**src/rtl/muldiv_sched.sv**
```systemverilog
// Issue sequencer for the shared iterative MUL/DIV unit: latches operands, times the
// fixed unit latency, stalls decode, and short-circuits repeats through a one-entry cache.
module muldiv_sched #(
  parameter int unsigned XLEN       = 32,
  parameter int unsigned MUL_CYCLES = 4,
  parameter int unsigned DIV_CYCLES = 33
) (
  input  logic            clk,
  input  logic            Rst,
  input  logic            stall_in,
  input  logic            flush,
  input  logic            req_valid,
  input  logic            req_mul,
  input  logic            req_div,
  input  logic [2:0]      req_sel,
  input  logic [XLEN-1:0] req_rs1,
  input  logic [XLEN-1:0] req_rs2,
  input  logic [4:0]      req_rd,
  output logic            u_start,
  output logic            u_is_div,
  output logic [2:0]      u_sel,
  output logic [XLEN-1:0] u_a,
  output logic [XLEN-1:0] u_b,
  input  logic [XLEN-1:0] u_result,
  output logic            md_stall,
  output logic            md_ready,
  output logic [XLEN-1:0] md_result,
  output logic [4:0]      md_rd
);

  localparam int unsigned MAX_LAT = (MUL_CYCLES > DIV_CYCLES) ? MUL_CYCLES : DIV_CYCLES;
  localparam int unsigned CNT_W   = $clog2(MAX_LAT + 1);

  typedef enum logic [1:0] {IDLE, BUSY, DONE} state_t;

  typedef struct packed {
    logic            is_div;
    logic [2:0]      sel;
    logic [XLEN-1:0] a;
    logic [XLEN-1:0] b;
  } tag_t;

  state_t            state, state_d;
  logic [CNT_W-1:0]  cnt;
  logic              cache_valid;
  tag_t              cache_tag;
  logic [XLEN-1:0]   cache_result;

  logic              md_class_c;
  logic              is_div_c;
  tag_t              req_tag_c;
  logic              hit_c;
  logic              miss_fire_c;
  logic              hit_fire_c;
  logic              capture_c;

  // MUL wins when both class bits are set.
  assign md_class_c = req_valid & (req_mul | req_div);
  assign is_div_c   = req_div & ~req_mul;
  assign req_tag_c  = '{is_div: is_div_c, sel: req_sel, a: req_rs1, b: req_rs2};
  assign hit_c      = cache_valid && (cache_tag == req_tag_c);

  assign md_stall = md_class_c & (state != DONE);
  assign md_ready = (state == DONE);

  always_ff @(posedge clk) begin
    if (!Rst) state <= IDLE;
    else      state <= state_d;
  end

  // Next state and per-cycle strobes.
  always_comb begin
    state_d     = state;
    miss_fire_c = 1'b0;
    hit_fire_c  = 1'b0;
    capture_c   = 1'b0;
    case (state)
      IDLE: begin
        if (md_class_c && !stall_in && !flush) begin
          if (hit_c) begin
            hit_fire_c = 1'b1;
            state_d    = DONE;
          end else begin
            miss_fire_c = 1'b1;
            state_d     = BUSY;
          end
        end
      end
      BUSY: begin
        // The unit cannot be frozen, so stall_in does not hold the count.
        if (flush) begin
          state_d = IDLE;
        end else if (cnt == CNT_W'(1)) begin
          capture_c = 1'b1;
          state_d   = DONE;
        end
      end
      DONE: begin
        if (flush || (req_valid && !stall_in)) state_d = IDLE;
      end
      default: state_d = IDLE;
    endcase
  end

  // Operand latch, latency counter, result capture and cache.
  always_ff @(posedge clk) begin
    if (!Rst) begin
      cnt          <= '0;
      u_start      <= 1'b0;
      u_is_div     <= 1'b0;
      u_sel        <= '0;
      u_a          <= '0;
      u_b          <= '0;
      md_result    <= '0;
      md_rd        <= '0;
      cache_valid  <= 1'b0;
      cache_tag    <= '0;
      cache_result <= '0;
    end else begin
      u_start <= miss_fire_c;
      if (miss_fire_c) begin
        u_is_div <= is_div_c;
        u_sel    <= req_sel;
        u_a      <= req_rs1;
        u_b      <= req_rs2;
        cnt      <= is_div_c ? CNT_W'(DIV_CYCLES) : CNT_W'(MUL_CYCLES);
      end else if (state == BUSY) begin
        cnt <= flush ? '0 : cnt - CNT_W'(1);
      end
      if (miss_fire_c || hit_fire_c) md_rd <= req_rd;
      if (hit_fire_c) md_result <= cache_result;
      if (capture_c) begin
        md_result    <= u_result;
        cache_result <= u_result;
        cache_valid  <= 1'b1;
        cache_tag    <= '{is_div: u_is_div, sel: u_sel, a: u_a, b: u_b};
      end
    end
  end

endmodule

```
**config.mk**
```make
export PLATFORM = sky130hd
export DESIGN_NAME = muldiv_sched
export DESIGN_NICKNAME = d
export VERILOG_FILES = /design/src/rtl/muldiv_sched.sv
export SDC_FILE = /design/constraint.sdc
export NUM_CORES = 1
export LEC_CHECK = 0
export BUFFER_PORTS_ARGS = -buffer_cell sky130_fd_sc_hd__buf_2
export CAP_MARGIN = 25
export CORE_AREA = 2 2 142 144
export DETAILED_ROUTE_END_ITERATION = 10
export DIE_AREA = 0 0 144 146
export GPL_ROUTABILITY_DRIVEN = 0
export GPL_TIMING_DRIVEN = 1
export HOLD_SLACK_MARGIN = 0.05
export PLACE_DENSITY = 0.8
export SYNTH_ARGS = -nofsm -noshare
export SYNTH_HDL_FRONTEND = slang
export SYNTH_SLANG_ARGS = --single-unit
```
**constraint.sdc**
```tcl
create_clock -name clk -period 2.4 [get_ports clk]
set_input_delay 0.36 -clock clk [delete_from_list [all_inputs] [get_ports clk]]
set_output_delay 0.36 -clock clk [all_outputs]
set_load 0.005 [all_outputs]
```
# --- Yosys cells after proc, flatten, opt, wreduce, memory -nomap -nowiden ---
# Cells that the tools add are included.
word_totals:
  ff_bits: 215
  output_inout_bits: 108
  wordCells: 62
op_classes:
  addsub: 1
  n_eq_ne: 8
  muxes: 21
  n_bitwise: 5
  n_reduce_logical: 12
op_table:
  columns: ["cell", "n"]
  rows:
  - ["$eq 68x68->1", 1]
  - ["$mux 32", 2]
  - ["$mux 6", 4]
  - ["$mux 2", 5]
  - ["$mux 1", 9]
  - ["$eq 6x1->1 const B", 1]
  - ["$pmux 2 s3", 1]
  - ["$sub 6x1->6 const B", 1]
  - ["$logic_and 1x1->1", 4]
  - ["$ne 2x2->1 const B", 2]
  - ["$reduce_bool 2->1", 2]
  - ["$and 1x1->1", 3]
  - ["$ne 3x3->1 const B", 1]
  - ["$reduce_and 3->1", 1]
  - ["$eq 2x1->1 const B", 1]
  - ["$eq 2x2->1 const B", 1]
  - ["$logic_not 1->1", 2]
  - ["$logic_not 2->1", 1]
  - ["$logic_or 1x1->1", 2]
  - ["$ne 2x1->1 const B", 1]
  - ["$not 1->1", 1]
  - ["$or 1x1->1", 1]

# --- Logic depth before layout (Yosys ltp) ---
# Gate-level depths: netlist of the first run.
logic_depth:
  ltp_word: 9
  depth_mapped: 10
  ltp_nobuf: 7

# --- Worst setup path before layout of the first run ---
# Ideal clock, no wire load.
synth_timing:
  path_type: "input -> register"
  start: "in req_rs1[16]"
  end: "reg md_result[14]"
  setup_time_ns: 0.123
  arrival_ns: 2.334
  required_ns: 2.277
  setup_slack_ns: -0.057
  cell_stages: 8
  n_path_buf: 1
  path_cell_list: "xor2_1 -> nand4b_1 -> or4_1 -> or4_4 -> nor3_4 -> buf_4 -> nand2_1 -> nor3b_2"
synth_between:
  elab_chain_len: 6
synth_rtl:
  columns: ["item", "line_no", "source"]
  rows:
  - ["from (decl)", "16", "input logic [XLEN-1:0] req_rs1,"]
  - ["$eq 68x68->1", "61", "assign hit_c = cache_valid && (cache_tag == req_tag_c);"]
  - ["$logic_and 1x1->1", "61", null]
  - ["$mux 1", "80", "if (hit_c) begin"]
  - ["$mux 1", "79", "if (md_class_c && !stall_in && !flush) begin"]
  - ["$mux 1", "77", "case (state)"]
  - ["$reduce_bool 2->1 (no source line)", null, null]
  - ["to (signal assigned)", "131", "if (hit_fire_c) md_result <= cache_result;"]
  - ["to (signal assigned)", "133", "md_result <= u_result;"]
  - ["to (decl)", "27", "output logic [XLEN-1:0] md_result,"]
# Every way passes these cells.
# A chain may end at the register's enable or synchronous reset.

# --- Worst setup path after layout of the first run ---
layout_timing:
  start: "reg cache_tag[21] (netlist bit)"
  end: "reg md_result[4]"
layout_between:
  elab_chain_len: 6
layout_rtl:
  columns: ["item", "line_no", "source"]
  rows:
  - ["from (decl)", "46", "tag_t cache_tag;"]
  - ["from (signal assigned)", "136", "cache_tag <= '{is_div: u_is_div, sel: u_sel, a: u_a, b: u_b};"]
  - ["$eq 68x68->1", "61", null]
  - ["$logic_and 1x1->1", "61", null]
  - ["$mux 1", "80", null]
  - ["$mux 1", "79", null]
  - ["$mux 1", "77", null]
  - ["$reduce_bool 2->1 (no source line)", null, null]
# Every way passes these cells.

==> flow_summary.yaml, run 1 <==
status:
  status: "complete, but fails checks"
  violations: "setup timing"
clock_tree:
  numCtsBuffers: 23
  worstSkewPairLatency_ns: 0.52
  clkTransAtPathRegs_ns: 0.06
  root_buffer: "clkbuf_16"
  cts.sink_count: 215
  hold_buffers: 0
  cts_tree: "built"
  htree_levels: 1
  max-clock-path-buffers: 3
synthesis:
  syn_inst: 1209
  syn_area_mm2: 0.009400
  ys_ff_latch: 215
  yosysSeqAreaShare: 0.4579
  syn_avg_cell_area_um2: 7.775
  ys_types: 41
  syn-num-nets: 1322
  synthArstFlopShare: 0
  synth_edf_count: 0
  ys_warn_count: 0
  ys.flop_type: "dfxtp_1"
sta:
  finalSetupViolCount: 109
  max_freq_mhz: 385.3
  fin_crit_sh: 1.081
  finalHoldViolations: 0
  fin_ws_ns: -0.1954
  fin_crit_ns: 2.595
  fin_skew_ns: 0.02512
  grt_setup_unrepaired: "yes"
  relSlewSlack: 0.3479
  maxSlewViolCount: 0
  worst_pin_slew_ns: 0.9782
power:
  power_switching_uw: 1907
  seqPwrFrac: 0.458
  power_density_mw_per_mm2: 601.2
  p_leak_uw: 0.005109
  p_int_uw: 6059
  p_clk_frac: 0.459
  switching_share: 0.2394
  pwr-share-comb: 0.082
  total_power_uw: 7965
  peakVddDrop_uv: 529.3
worst_hold_path:
  hp-class: "input pin to register"
  hold_start: "req_rd[1]"
  holdPathStages: 3
  hold_path_end: "md_rd[1]$_SDFFE_PN0P_"
global_route:
  grt_usage: 0.2694
  grt_pass1_wl_um: 45860
  antenna_found_initial: 2
  grt_max_degree: 81
  grt_overflow: 0
  grt_pass1_vias: 8827
critical_path:
  required_ns: 2.78
  criticalPathCategory: "register to register"
  startpoint_type: "register"
  path_max_fanout: 8
  r2r-start: "cache_tag[21]$_SDFFE_PN0P_"
  r2r-end: "md_result[4]$_SDFFE_PN0P_"
  cp_data_arrival_time_ns: 2.98
  end_kind: "register"
  ff2ff_setup_slack_ns: -0.20
  reg2reg_depth: 10
finish:
  utilization: 0.6852
  design_area_mm2: 0.01325
  area_delta_synth_final_pct: 40.94
  drive_above_1_share: 0.3441
  fin_cells: 1750
  fill_cells: 1494
  final_nets: 1578
flow_run:
  maxCapViolCount: 0
routing:
  vias: 10210
  drc: 0
  drt-wirelength-per-cell_um: 19.26
  wl_um: 33700
  dr.pass1.iters: 8
  drt-initial-drc-count: 1155
  final_antenna_net_count: 0
  avgViaCountPerCell: 5.837
placed_design:
  io_buffers: 218
  dpl_cell_area_mm2: 0.01120
  dpl.cell_count: 1673
  pre_cts_ws_ns: -0.2788
  dp_hpwl_um: 19830
floorplanning:
  die_x_um: 144
  core_area_mm2: 0.01933
  initial_core_util: 0.4862
  ios: 219
  fp.dieH_um: 146
  rows: 51
  dieArea_mm2: 0.02102
[state kept, by name, indices dropped and copies added (netlist names), 2 cells and up]
signal / count
u_a: 32
cnt: 6
u_b: 32
md_rd: 5
state: 2
cache_result: 32
md_result: 32
u_sel: 3
cache_tag: 68
[cell type report]
type | instances | area (µm²) | area share
diodes | 3 | 7.507 | 0.0005666
clock buffers | 34 | 676.9 | 0.05109
clock inverters | 8 | 100.1 | 0.007555
inverters | 4 | 17.52 | 0.001322
multi-input cells | 893 | 5283 | 0.3987
flip-flops and latches | 215 | 4324 | 0.3264
well taps | 265 | 331.6 | 0.02503
repair buffers | 328 | 2509 | 0.1893
[power by group through the flow]
stage	Sequential (µW)	Clock [µW]	Combinational [µW]
floorplan	3720	0	256
global placement	3720	0	573
detailed placement	3730	0	581
CTS	3650	3660	588
global route	3660	3820	698
finish	3650	3660	657
[worst max-delay path by stage]
stage          slack [ns]                       start  depth (start not counted)                    endpoint
6_report            -0.20  cache_tag[21]$_SDFFE_PN0P_                         10   md_result[4]$_SDFFE_PN0P_
3_3_place_gp        -0.22                 req_rs1[24]                          9   md_result[1]$_SDFFE_PN0P_
4_1_cts             -0.15  cache_tag[14]$_SDFFE_PN0P_                         10  md_result[15]$_SDFFE_PN0P_
5_1_grt             -0.26  cache_tag[66]$_SDFFE_PN0P_                         10         cnt[2]$_SDFFE_PN0P_
2_1_floorplan        0.01                 req_rs1[16]                          8  md_result[27]$_SDFFE_PN0P_
3_5_place_dp        -0.28                 req_rs1[24]                          9  md_result[15]$_SDFFE_PN0P_
[critical path: stages (launching register included)]
cell	delay [ns]
dfxtp_2	0.34
xnor2_2	0.19
buf_4	0.17
nand2_1	0.05
or4_1	0.49
or4_4	0.57
nor3_4	0.17
buf_12	0.16
clkbuf_16	0.15
nand2_1	0.04
nor3b_2	0.14
[cells in the mapped netlist, types with 2 or more instances]
master	count	area (µm²)
o21a_1	2	15.01
o21ai_0	103	515.5
a31oi_1	16	100.1
nor2_1	37	138.9
clkbuf_1	79	296.5
o31a_1	2	17.52
and2_1	2	12.51
buf_2	13	65.06
buf_6	2	22.52
nand2b_1	44	275.3
a21oi_1	193	965.9
or4_1	7	52.55
xnor2_1	20	175.2
nand2_1	235	882.1
or3_1	3	18.77
nor4_1	14	87.58
buf_1	3	11.26
inv_1	3	11.26
nand3_1	72	360.4
o21ai_1	19	95.09
nor2b_1	14	87.58
nand4_1	27	168.9
nor3_1	25	125.1
nor3b_2	17	212.7
ha_1	2	25.02
dfxtp_1	215	4304
xor2_1	25	219.0
o2111ai_1	2	17.52
[cell families after synthesis]
logic type,Yosys count,share of synthesized area
simple gates,503,0.2643
compound gates,340,0.1865
flops,215,0.4579
buf+inv,102,0.04446
xor+xnor,45,0.04193
mux,2,0.002263
fa+ha+maj,2,0.002662
[repair_timing]
| action | CTS | global route |
|---|---|---|
| buffers inserted | 2 | 9 |
| gates resized for setup | 10 | 195 |
| pin swaps | 5 | 98 |
| cloned | 2 | 19 |
| setup endpoints to repair | 108 | 109 |
[per-layer routing]
metal / GRT usage / part of all wire / vias up / wire length, µm
met5: 0 / 0 / - / 0
met2: 0.4262 / 0.47 / 600 / 15870
met4: 0.07108 / 0.035 / 0 / 1188
li1: - / - / 4708 / -
met1: 0.3772 / 0.39 / 4794 / 13250
met3: 0.05133 / 0.10 / 112 / 3392
[layout by cell type (no fill, tap or decap), types with 14 or more instances in the layout]
cell type and instances:
nand2_1 232, nand2b_1 36, buf_4 63, nor2b_1 14, a21oi_1 181, buf_12 24
clkbuf_16 35, xor2_1 23, nor2_1 36, o21ai_2 51, buf_2 218, nand4_1 27
dfxtp_1 201, nor3_1 20, nand3_1 70, o21ai_0 46, nor3b_2 17, o21ai_1 24
[through the flow]
step / hold WS [ns] / TNS, ns
2_1_floorplan: 0.4365 / 0
3_3_place_gp: 0.4380 / -16.28
3_5_place_dp: 0.4441 / -20.15
4_1_cts: 0.09109 / -2.354
5_1_grt: 0.09701 / -20.10
6_report: 0.09490 / -14.12
(Power assumes the default switching activity.)
==> inputs of run 2 (changes only) <==
- RECOVER_POWER: default -> 50
==> run 2 against run 1 <==
Net effect: the flow still finishes with violations (setup timing); wire length increased by 0.26%; fmax increased by 0.20%; global-route usage unchanged; via count increased by 0.29%; worst setup slack improved by 0.0053 ns; non-clock buffer count unchanged; utilization decreased by 0.33 points; flip-flop and latch count unchanged.
==> flow_summary.yaml, run 2 (synthesized netlist as in run 1, its figures left out) <==
clock_tree:
  numCtsBuffers: 23
  root_buffer: "clkbuf_16"
  worstSkewPairLatency_ns: 0.52
  clkTransAtPathRegs_ns: 0.06
  max-clock-path-buffers: 3
  htree_levels: 1
  cts.sink_count: 215
  cts_tree: "built"
power:
  peakVddDrop_uv: 525.5
  power_density_mw_per_mm2: 603.2
  p_leak_uw: 0.004888
finish:
  layout_commonest_cell: "nand2_1"
  seq_area_mm2: 0.004324
  final_cell_mix: "232 x nand2_1, 201 x dfxtp_1, 181 x a21oi_1, 167 x buf_2, 70 x nand3_1"
  max_flop_register: "cache_tag"
  drive_above_1_share: 0.3097
  utilization: 0.6819
  final_nets: 1578
  area_delta_synth_final_pct: 40.26
  fill_cells: 1521
  largest_reg_flops: 68
  multiInputGateArea_mm2: 0.005283
  fin_cells: 1750
  design_area_mm2: 0.01319
sta:
  fin_ws_ns: -0.1901
  finalSetupViolCount: 109
  fin_crit_sh: 1.079
  relSlewSlack: 0.3411
  grt_setup_unrepaired: "yes"
  fin_skew_ns: 0.02603
  maxSlewViolCount: 0
  worst_pin_slew_ns: 0.9883
  finalHoldViolations: 0
  fin_crit_ns: 2.590
  max_freq_mhz: 386.1
  tns_ns: -11.81
status:
  status: "complete, but fails checks"
  violations: "setup timing"
worst_hold_path:
  holdPathStages: 3
  hp-class: "input pin to register"
  hold_path_end: "cache_result[30]$_SDFFE_PN0P_"
  hold_start: "u_result[30]"
critical_path:
  ff2ff_setup_slack_ns: -0.19
  path_cells: "nor2b_1, nor4_1, nand4_1, nor4_4, buf_4, nand4_1, buf_6, buf_12, a31oi_1, o31a_1"
  reg2reg_depth: 10
  cp-startpoint: "cache_tag[11]$_SDFFE_PN0P_"
  path_max_fanout: 10
  slowest_stage: "nor4_1"
  end_kind: "register"
  slowest_delay_ns: 0.39
  criticalPathCategory: "register to register"
  startpoint_type: "register"
  cp_data_arrival_time_ns: 3.04
  required_ns: 2.85
  r2r-start: "cache_tag[11]$_SDFFE_PN0P_"
  r2r-end: "cnt[2]$_SDFFE_PN0P_"
  cp_common_cell: "nand4_1"
placed_design:
  dp_hpwl_um: 19830
  dpl_cell_area_mm2: 0.01120
  dpl.cell_count: 1673
  io_buffers: 218
global_route:
  grt_pass1_vias: 8827
  grt_pass1_wl_um: 45860
  grt_overflow: 0
  antenna_found_initial: 2
  grt_usage: 0.2694
  grt_max_degree: 81
routing:
  final_antenna_net_count: 0
  dr.pass1.iters: 9
  drc: 0
  wl_um: 33780
  vias: 10240
  avgViaCountPerCell: 5.854
  drt-initial-drc-count: 1029
  drt-wirelength-per-cell_um: 19.31
floorplanning:
  die_x_um: 144
  initial_core_util: 0.4862
  fp.dieH_um: 146
  rows: 51
  core_area_mm2: 0.01933
  ios: 219
  dieArea_mm2: 0.02102
flow_run:
  maxCapViolCount: 0
## run 2: changes by cell type in the layout (fill, tap and decap cells not counted), sizes merged
cell | previous run | this run
buf | 316 | 266
clkbuf | 46 | 96
## run 2: worst max-delay path by stage
stage,cells after the start,slack (ns),to
3_5_place_dp,9,-0.28,md_result[15]$_SDFFE_PN0P_
4_1_cts,10,-0.15,md_result[15]$_SDFFE_PN0P_
6_report,10,-0.19,cnt[2]$_SDFFE_PN0P_
5_1_grt,10,-0.26,cnt[2]$_SDFFE_PN0P_
3_3_place_gp,9,-0.22,md_result[1]$_SDFFE_PN0P_
2_1_floorplan,8,0.01,md_result[27]$_SDFFE_PN0P_
## run 2: layout make-up
cell class              instances  share of cell area
multi-input cells             893              0.4006
flip-flops and latches        215              0.3280
repair buffers                328              0.1854
clock buffers                  34             0.05134
well taps                     265             0.02515
clock inverters                 8            0.007592
inverters                       4            0.001329
diodes                          3           0.0005694
## run 2: power breakdown
| group | internal [µW] | switching, µW |
|---|---|---|
| sequential | 3610 | 40.5 |
| combinational | 268 | 384 |
| clock | 2170 | 1480 |
| total | 6050 | 1900 |
## run 2: layer usage
metal,wire (µm),vias up,GRT usage
met4,1124,0,0.07108
met1,13220,4822,0.3772
met3,3473,102,0.05133
met5,0,-,0
met2,15970,617,0.4262
li1,-,4703,-
## run 2: critical path: cells and delay by family (launching register included)
family	cells	cell delay, ns
AND/OR/NAND/NOR	5	1.29
buffers and inverters	3	0.59
AO/OA/AOI/OAI	2	0.33
flip-flops	1	0.32
## run 2: per-stage QoR
step / hold WS (ns) / setup slack (ns) / power [µW]
finish: 0.09562 / -0.1901 / 7953
global route: 0.09701 / -0.2597 / 8172
CTS: 0.09109 / -0.1495 / 7897
detailed placement: 0.4441 / -0.2788 / 4307
global placement: 0.4380 / -0.2243 / 4297
floorplan: 0.4365 / 0.01444 / 3980
## run 2: timing repair
| action | CTS | global route |
|---|---|---|
| cloned | 2 | 19 |
| gates resized for setup | 10 | 195 |
| buffers inserted | 2 | 9 |
| hold buffers | 0 | 0 |
| pin swaps | 5 | 98 |
| endpoints found under the hold margin | 0 | 0 |
| endpoints found under the setup margin | 108 | 109 |
